## src/rtl/upc_sequencer.sv

```systemverilog
// upc_sequencer: micro-program counter with jump, conditional, multiway branch and call/return stack
module upc_sequencer #(
    parameter int ADDR_W      = 8,
    parameter int N_TGT       = 16,
    parameter int STACK_DEPTH = 4,
    parameter int RESET_ADDR  = 0
) (
    input  logic                    clk,
    input  logic                    rst_n,
    input  logic                    en,
    input  logic [2:0]              op,
    input  logic                    cond,
    input  logic [ADDR_W-1:0]       jmp_addr,
    input  logic [N_TGT-1:0]        sel,
    input  logic [N_TGT*ADDR_W-1:0] tgt_table,
    input  logic                    clr_err,
    output logic [ADDR_W-1:0]       upc,
    output logic                    stk_empty,
    output logic                    stk_full,
    output logic                    nomatch,
    output logic                    err_ovf,
    output logic                    err_unf
);
    localparam int PW = $clog2(STACK_DEPTH + 1);
    localparam int IW = STACK_DEPTH > 1 ? $clog2(STACK_DEPTH) : 1;
    logic [ADDR_W-1:0] stk [STACK_DEPTH];
    logic [PW-1:0]     ptr, ptr_d;
    logic [ADDR_W-1:0] upc_d, inc, mbr_tgt, top;
    logic              mbr_hit, push, ovf, unf, nm;
    assign inc       = ADDR_W'(upc + 1'b1);
    assign stk_empty = ptr == '0;
    assign stk_full  = ptr == PW'(STACK_DEPTH);
    assign top       = stk[IW'(ptr - 1'b1)];
    always_comb begin
        mbr_hit = 1'b0;
        mbr_tgt = '0;
        for (int i = N_TGT - 1; i >= 0; i--)
            if (sel[i]) begin
                mbr_hit = 1'b1;
                mbr_tgt = tgt_table[i*ADDR_W +: ADDR_W];
            end
    end
    always_comb begin
        upc_d = upc;
        ptr_d = ptr;
        push  = 1'b0;
        ovf   = 1'b0;
        unf   = 1'b0;
        nm    = 1'b0;
        case (op)
            3'd0: upc_d = inc;
            3'd1: upc_d = jmp_addr;
            3'd2: upc_d = cond ? jmp_addr : inc;
            3'd3: begin
                upc_d = mbr_hit ? mbr_tgt : inc;
                nm    = !mbr_hit;
            end
            3'd4: begin
                upc_d = stk_full ? inc : jmp_addr;
                ovf   = stk_full;
                push  = !stk_full;
                ptr_d = stk_full ? ptr : PW'(ptr + 1'b1);
            end
            3'd5: begin
                upc_d = stk_empty ? inc : top;
                unf   = stk_empty;
                ptr_d = stk_empty ? ptr : PW'(ptr - 1'b1);
            end
            default: ;
        endcase
    end
    always_ff @(posedge clk or negedge rst_n)
        if (!rst_n) begin
            upc     <= ADDR_W'(RESET_ADDR);
            ptr     <= '0;
            nomatch <= 1'b0;
            err_ovf <= 1'b0;
            err_unf <= 1'b0;
        end else if (en) begin
            upc     <= upc_d;
            ptr     <= ptr_d;
            nomatch <= nm;
            err_ovf <= ovf | (err_ovf & ~clr_err);
            err_unf <= unf | (err_unf & ~clr_err);
        end else begin
            nomatch <= 1'b0;
        end
    always_ff @(posedge clk)
        if (en && push) stk[IW'(ptr)] <= inc;
endmodule

```

## config.mk

```make
export PLATFORM = sky130hd
export DESIGN_NAME = upc_sequencer
export DESIGN_NICKNAME = d
export VERILOG_FILES = /design/src/rtl/upc_sequencer.sv
export SDC_FILE = /design/constraint.sdc
export NUM_CORES = 1
export LEC_CHECK = 0
export CAP_MARGIN = 20
export CORE_MARGIN = 1
export CORE_UTILIZATION = 39
export DETAILED_ROUTE_END_ITERATION = 16
export GPL_TIMING_DRIVEN = 0
export PLACE_DENSITY = 0.77
export REMOVE_ABC_BUFFERS = 1
export SETUP_SLACK_MARGIN = 0.02
export SLEW_MARGIN = 20
export SYNTH_ARGS = -nofsm -noshare
export SYNTH_HDL_FRONTEND = slang
export SYNTH_SLANG_ARGS = --single-unit
```

## constraint.sdc

```tcl
create_clock -name clk -period 4.94 [get_ports clk]
set_clock_uncertainty 0.15 [all_clocks]
set_input_delay 1.235 -clock clk [delete_from_list [all_inputs] [get_ports clk]]
set_output_delay 1.235 -clock clk [all_outputs]
set_load 0.05 [all_outputs]
```

=== Word level (Yosys, flattened, before mapping) ===
Memories as Yosys holds them, arrays and structs flattened.
Cells that the tools add are included.

* Output and inout port bits: 13
* Memories: 1
* Bits in writable memories: 32
* Flip-flop bits (word level): 14

* Multiplexer cells: 47
* Reductions and logical operators: 9
* Bitwise gates (word level): 5
* Add/subtract/negate cells: 3
* Equality and inequality tests: 8

{| class="wikitable"
|+ Memory list
! memory !! words !! width !! rd ports !! clocked after Yosys merged registers in !! wr ports !! RTL line !! source
|-
| stk || 4 || 8 || 1 || 0 || 1 || 26 || <nowiki>logic [ADDR_W-1:0] stk [STACK_DEPTH];</nowiki>
|}

{| class="wikitable"
|+ Operators by type and width
! cell !! number
|-
| $mux W8 || 20
|-
| $pmux W8 S6 || 1
|-
| $mux W1 || 23
|-
| $eq A3 B3 Y1 const B || 3
|-
| $add A8 B1 Y8 const B || 1
|-
| $eq A3 B2 Y1 const B || 2
|-
| $logic_not A3 Y1 || 2
|-
| $mux W3 || 2
|-
| $pmux W3 S2 || 1
|-
| $reduce_bool A6 Y1 || 1
|-
| $ne A2 B2 Y1 const B || 2
|-
| $reduce_and A4 Y1 || 1
|-
| $add A3 B1 Y3 const B || 1
|-
| $eq A3 B1 Y1 const B || 1
|-
| $sub A3 B1 Y3 const B || 1
|-
| $and A1 B1 Y1 || 2
|-
| $logic_not A1 Y1 || 2
|-
| $or A1 B1 Y1 || 2
|-
| $reduce_and A2 Y1 || 1
|-
| $reduce_bool A2 Y1 || 1
|-
| $logic_and A1 B1 Y1 || 1
|-
| $not A1 Y1 || 1
|}

=== Longest topological paths before layout ===
* Depth in word-level cells: 19
* Mapped depth: 10
* Gate-level depth less buffers: 9

=== Worst setup path after synthesis ===
OpenSTA, ideal clock, no wires.

* Kind: in2reg
* From: input op[2]
* To: register upc[1]
* Required time: 4672 ps
* Path buffers: 1
* Stages: 7
* Data arrival time: 2551 ps
* Slack: 2121 ps
* Library setup time: 118 ps
* Cells stage by stage: buf_2 nand2b_1 a21oi_4 a31o_2 a2111oi_2 o22ai_1 a21o_1

* Longest elaborated chain between the ends: 3

{| class="wikitable"
|+ RTL lines
! element !! RTL line !! source
|-
| from (decl) || 11 || <nowiki>input logic [2:0] op,</nowiki>
|-
| $eq A3 B2 Y1 (tied with other cells) || 50 || <nowiki>case (op)</nowiki>
|-
| $reduce_bool A6 Y1 (no source line) || n/a ||
|-
| $reduce_and A2 Y1 (no source line) || n/a ||
|-
| to (signal assigned) || 74 || <nowiki>upc <= ADDR_W'(RESET_ADDR);</nowiki>
|-
| to (signal assigned) || 80 || <nowiki>upc <= upc_d;</nowiki>
|-
| to (decl) || 17 || <nowiki>output logic [ADDR_W-1:0] upc,</nowiki>
|}

Parallel ways exist; a longest one is shown, timed or not.
A chain may end at the register's enable or synchronous reset.

=== Worst setup path in the final report ===
* From: register ptr[0]
* To: output stk_empty

* Longest elaborated chain between the ends: 1

{| class="wikitable"
|+ RTL lines
! element !! RTL line !! source
|-
| from (decl) || 27 || <nowiki>logic [PW-1:0] ptr, ptr_d;</nowiki>
|-
| from (signal assigned) || 81 || <nowiki>ptr <= ptr_d;</nowiki>
|-
| $logic_not A3 Y1 || 31 || <nowiki>assign stk_empty = ptr == '0;</nowiki>
|-
| to (decl) || 18 || <nowiki>output logic stk_empty,</nowiki>
|}

No other way between the ends.

==> summary.md <==
| Metric | Value |
|---|---|
| Sequential-to-total area share from yosys stat | `a little over a third` |
| Via density | `6.24` |
| Post-synth EDFFs | `32` |
| CP most frequent cell | `ha_1` |
| # rows | `35` |
| Min-delay worst type | `register to register` |
| Reg-to-reg critical path endpoint | `upc[1]` |
| ANT nets after route | `0` |
| NetSw | `668 µW` |
| Fraction of layout cells with a size suffix above 1 | `~5.3%` |
| Vias in the first global route | `4184` |
| First-pass DRT Iterations | `5` |
| Seq pwr share | `34.0%` |
| Mapped Area | `between 0.003 and 0.004 mm²` |
| Cts repair resizes | `0` |
| Synth area leaders | `edfxtp_1 26%, dfrtp_1 9.5%, mux4_1 4.3%` |
| Tcrit/Tclk final | `77.6%` |
| CP Capture Type | `output port` |
| H-tree levels | `2` |
| Port Buf Inserts | `approximately 170` |
| Area Overhead vs Synth | `50.7%` |
| Fmax | `approximately 0.26 GHz` |
| Worst hold path startpoint | `err_ovf` |
| Slew HR | `52.0%` |
| CTS hold repair buffers | `0` |
| Met2 wire len | `roughly 6800 µm` |
| FF-to-FF Start | `ptr[0]` |
| Starting Density | `40.2%` |
| Crit-path cells | `inv_1 -> ha_1 -> ha_1 -> clkdlybuf4s50_1` |
| Metal-1 WL | `slightly above 5000 µm` |
| Vias | `approximately 4100` |
| Final setup violation count | `0` |
| Hpwl dp | `~11000 µm` |
| Post-synthesis async set-or-reset flop share | `approximately 30%` |
| Crit path arrival time | `approximately 2.5 ns` |
| Clock power frac | `around 17%` |
| Max-slew violation count | `0` |
| Final min period | `approximately 3.8 ns` |
| Layout Utilization | `between 60 and 70%` |
| Total Routing Usage GR | `28.1%` |
| Initial antenna violation count | `0` |
| Synth area leader | `edfxtp_1` |
| FF+latch count, synth | `46` |
| Post-synth top flop | `edfxtp_1` |
| Clock sinks | `46` |
| Clk slew on worst S/H paths | `roughly 0.09 ns` |
| GPL Wtd Cong | `roughly 1.1` |
| VDD IR-drop max | `about 0.23 mV` |
| I/O pins | `roughly 170` |
| CP top delay family | `buffers and inverters` |
| Maxcap violations | `0` |
| Slew at the pin with the worst max-slew slack | `between 0.7 and 0.8 ns` |
| Max layer used | `met4` |
| Routed WL | `13700 µm` |
| Chip width | `99.4 µm` |
| DR iter-0 viols | `around 310` |
| CTS buffer count | `5` |
| Critical path type | `register to output port` |
| Worst Hold Endpoint | `err_ovf` |
| Chip height | `approximately 100 µm` |
| Buf/Inv on CP | `2` |
| R2r setup slk | `slightly below 2 ns` |
| Core area | `a little over 0.009 mm²` |
| # diodes | `0` |
| Nets@finish | `approximately 710` |
| Clock root buffer | `clkbuf_8` |
| CP Launch Type | `register` |
| First-pass GRT wire length | `between 20000 and 25000 µm` |
| Outcome | `finished, final reports clean` |
| Worst skew pair latency | `roughly 0.30 ns` |
| Syn avg cell area | `~9.6 µm²` |
| Power per cell area | `305 mW/mm²` |
| Power share of the combinational group | `between 40% and 50%` |
| Worst Reg-to-Reg Cells | `8` |
| Synthesized instance count | `between 300 and 400` |
| Largest net degree at the start of global routing | `21` |
| Synth cell types | `77` |
| Post-Route Setup TNS | `0 ns` |
| Hold Path Depth | `2` |
| Hold Vio Cnt, Final | `0` |
| Die Area | `0.00988 mm²` |
| Met3 WL | `between 900 and 1000 µm` |
| P_leak | `1.96 nW` |
| Switching Share | `between 30% and 40%` |
| CTS Buffer Depth | `2` |
| CTS tree | `built` |
| RSZ-0062 raised after global routing | `false` |
| Worst path max stage delay | `between 0.7 and 0.8 ns` |
| Crit-path slowest cell | `dfrtp_1` |
| Post-CTS Repair Setup Buffers | `0` |
| WP data required | `3.56 ns` |
| Crit-path max FO | `12` |
| Post-synth top area share | `approximately a quarter` |
| DRC viols | `0` |
| Synthesis Warnings | `0` |
| Power Internal | `a little over 1 mW` |
| Gr ovfl total | `0` |
| WL/cell | `roughly 21 µm` |
[synth_stat cells, types with 3 or more instances]
cell type  count
a22oi_1        5
edfxtp_1      32
a221oi_1      16
mux2i_1        3
inv_1         17
nor4_1         4
nand3_1        5
a21o_1         3
a211oi_1       9
and2_1         7
o21ai_0       19
nor3_1         5
mux4_1         6
or2_1          3
o211ai_1       7
nor2_1        23
xnor2_1        6
buf_2          3
ha_1           7
nand2_1       24
clkbuf_1      12
nand2b_1       9
o31ai_1        3
nand4_1        4
dfrtp_1       14
a22o_1         3
a21oi_1       19
nor2b_1       16
o22ai_1       11
o221ai_1      10
o221a_2        5
a31oi_1        7
o21ai_1        6
a221o_1        8
[sequential cells by signal, summed over array words and instances (netlist names)]
name and flops:
err_ovf 1, err_unf 1, nomatch 1, ptr 3, stk 32, upc 8
[logic make-up after synthesis]
family / after synthesis / synth area share, %
mux: 11 / 6.29
flops: 46 / 35.5
compound gates: 154 / 31.4
fa+ha+maj: 7 / 2.37
buf+inv: 39 / 4.70
xor+xnor: 8 / 1.89
simple gates: 120 / 17.9
[power by group through the flow]
stage	Sequential (mW)	Combinational, mW	Clock, mW
after floorplan	0.641	0.406	0
after global placement	0.577	0.808	0
after detailed placement	0.581	0.825	0
after CTS	0.575	0.831	0.293
after global routing	0.585	0.890	0.307
final	0.578	0.832	0.291
[placed cells by master, fill, tap and decap left out, types with 8 or more instances in the layout]
master and n:
clkdlybuf4s50_1 172, edfxtp_1 32, nand2_1 24, nor2_1 23, a21oi_1 19, o21ai_0 19, inv_1 17, nor2b_1 16
a221oi_1 16, dfrtp_1 14, o22ai_1 11, o221ai_1 10, nand2b_1 9, a211oi_1 9, a221o_1 8
[worst reg2reg max path, delay by kind of cell, from the launching register on]
family	cells	cell delay, ns
buf+inv	1	0.14
fa+ha+maj	1	0.56
simple gates	1	0.07
compound gates	3	0.69
mux	2	0.54
flops	1	0.74
[cell type report]
| class | instances | area, µm² |
|---|---|---|
| clock buffer | 5 | 68.8 |
| clock inverter | 3 | 48.8 |
| fill | 791 | 3620 |
| inverter | 19 | 71.3 |
| multi-input combinational | 300 | 2210 |
| sequential | 46 | 1310 |
| tap | 111 | 139 |
| timing repair buffer | 172 | 1720 |
[routing by layer]
metal,vias to the layer above,track usage [%]
met4,0,15.4
met3,45,4.71
met1,1935,32.4
met5,-,0
li1,1876,-
met2,237,49.7
[how the worst max path moves through the flow]
stage,start,end,slack (ns),cells past startpoint
detailed placement,op[2],stk[2][7],1.08,5
CTS,ptr[0],stk_full,1.09,4
global placement,op[2],stk[3][3],1.14,5
finish,ptr[0],stk_empty,1.10,4
global route,ptr[0],stk_empty,0.95,4
floorplan,ptr[0],upc[1],2.13,9
[per-stage QoR]
step	setup WS (ns)	hold slack [ns]	std cells	power, mW	instance area (µm²)
after floorplan	2.13	0.349	365	1.05	3600
after global placement	1.14	0.317	648	1.38	5460
after detailed placement	1.08	0.328	648	1.41	5460
after CTS	1.09	0.348	656	1.70	5570
after global routing	0.954	0.370	656	1.78	5570
final	1.10	0.347	656	1.70	5570
Power figures use the tool's default switching activity.
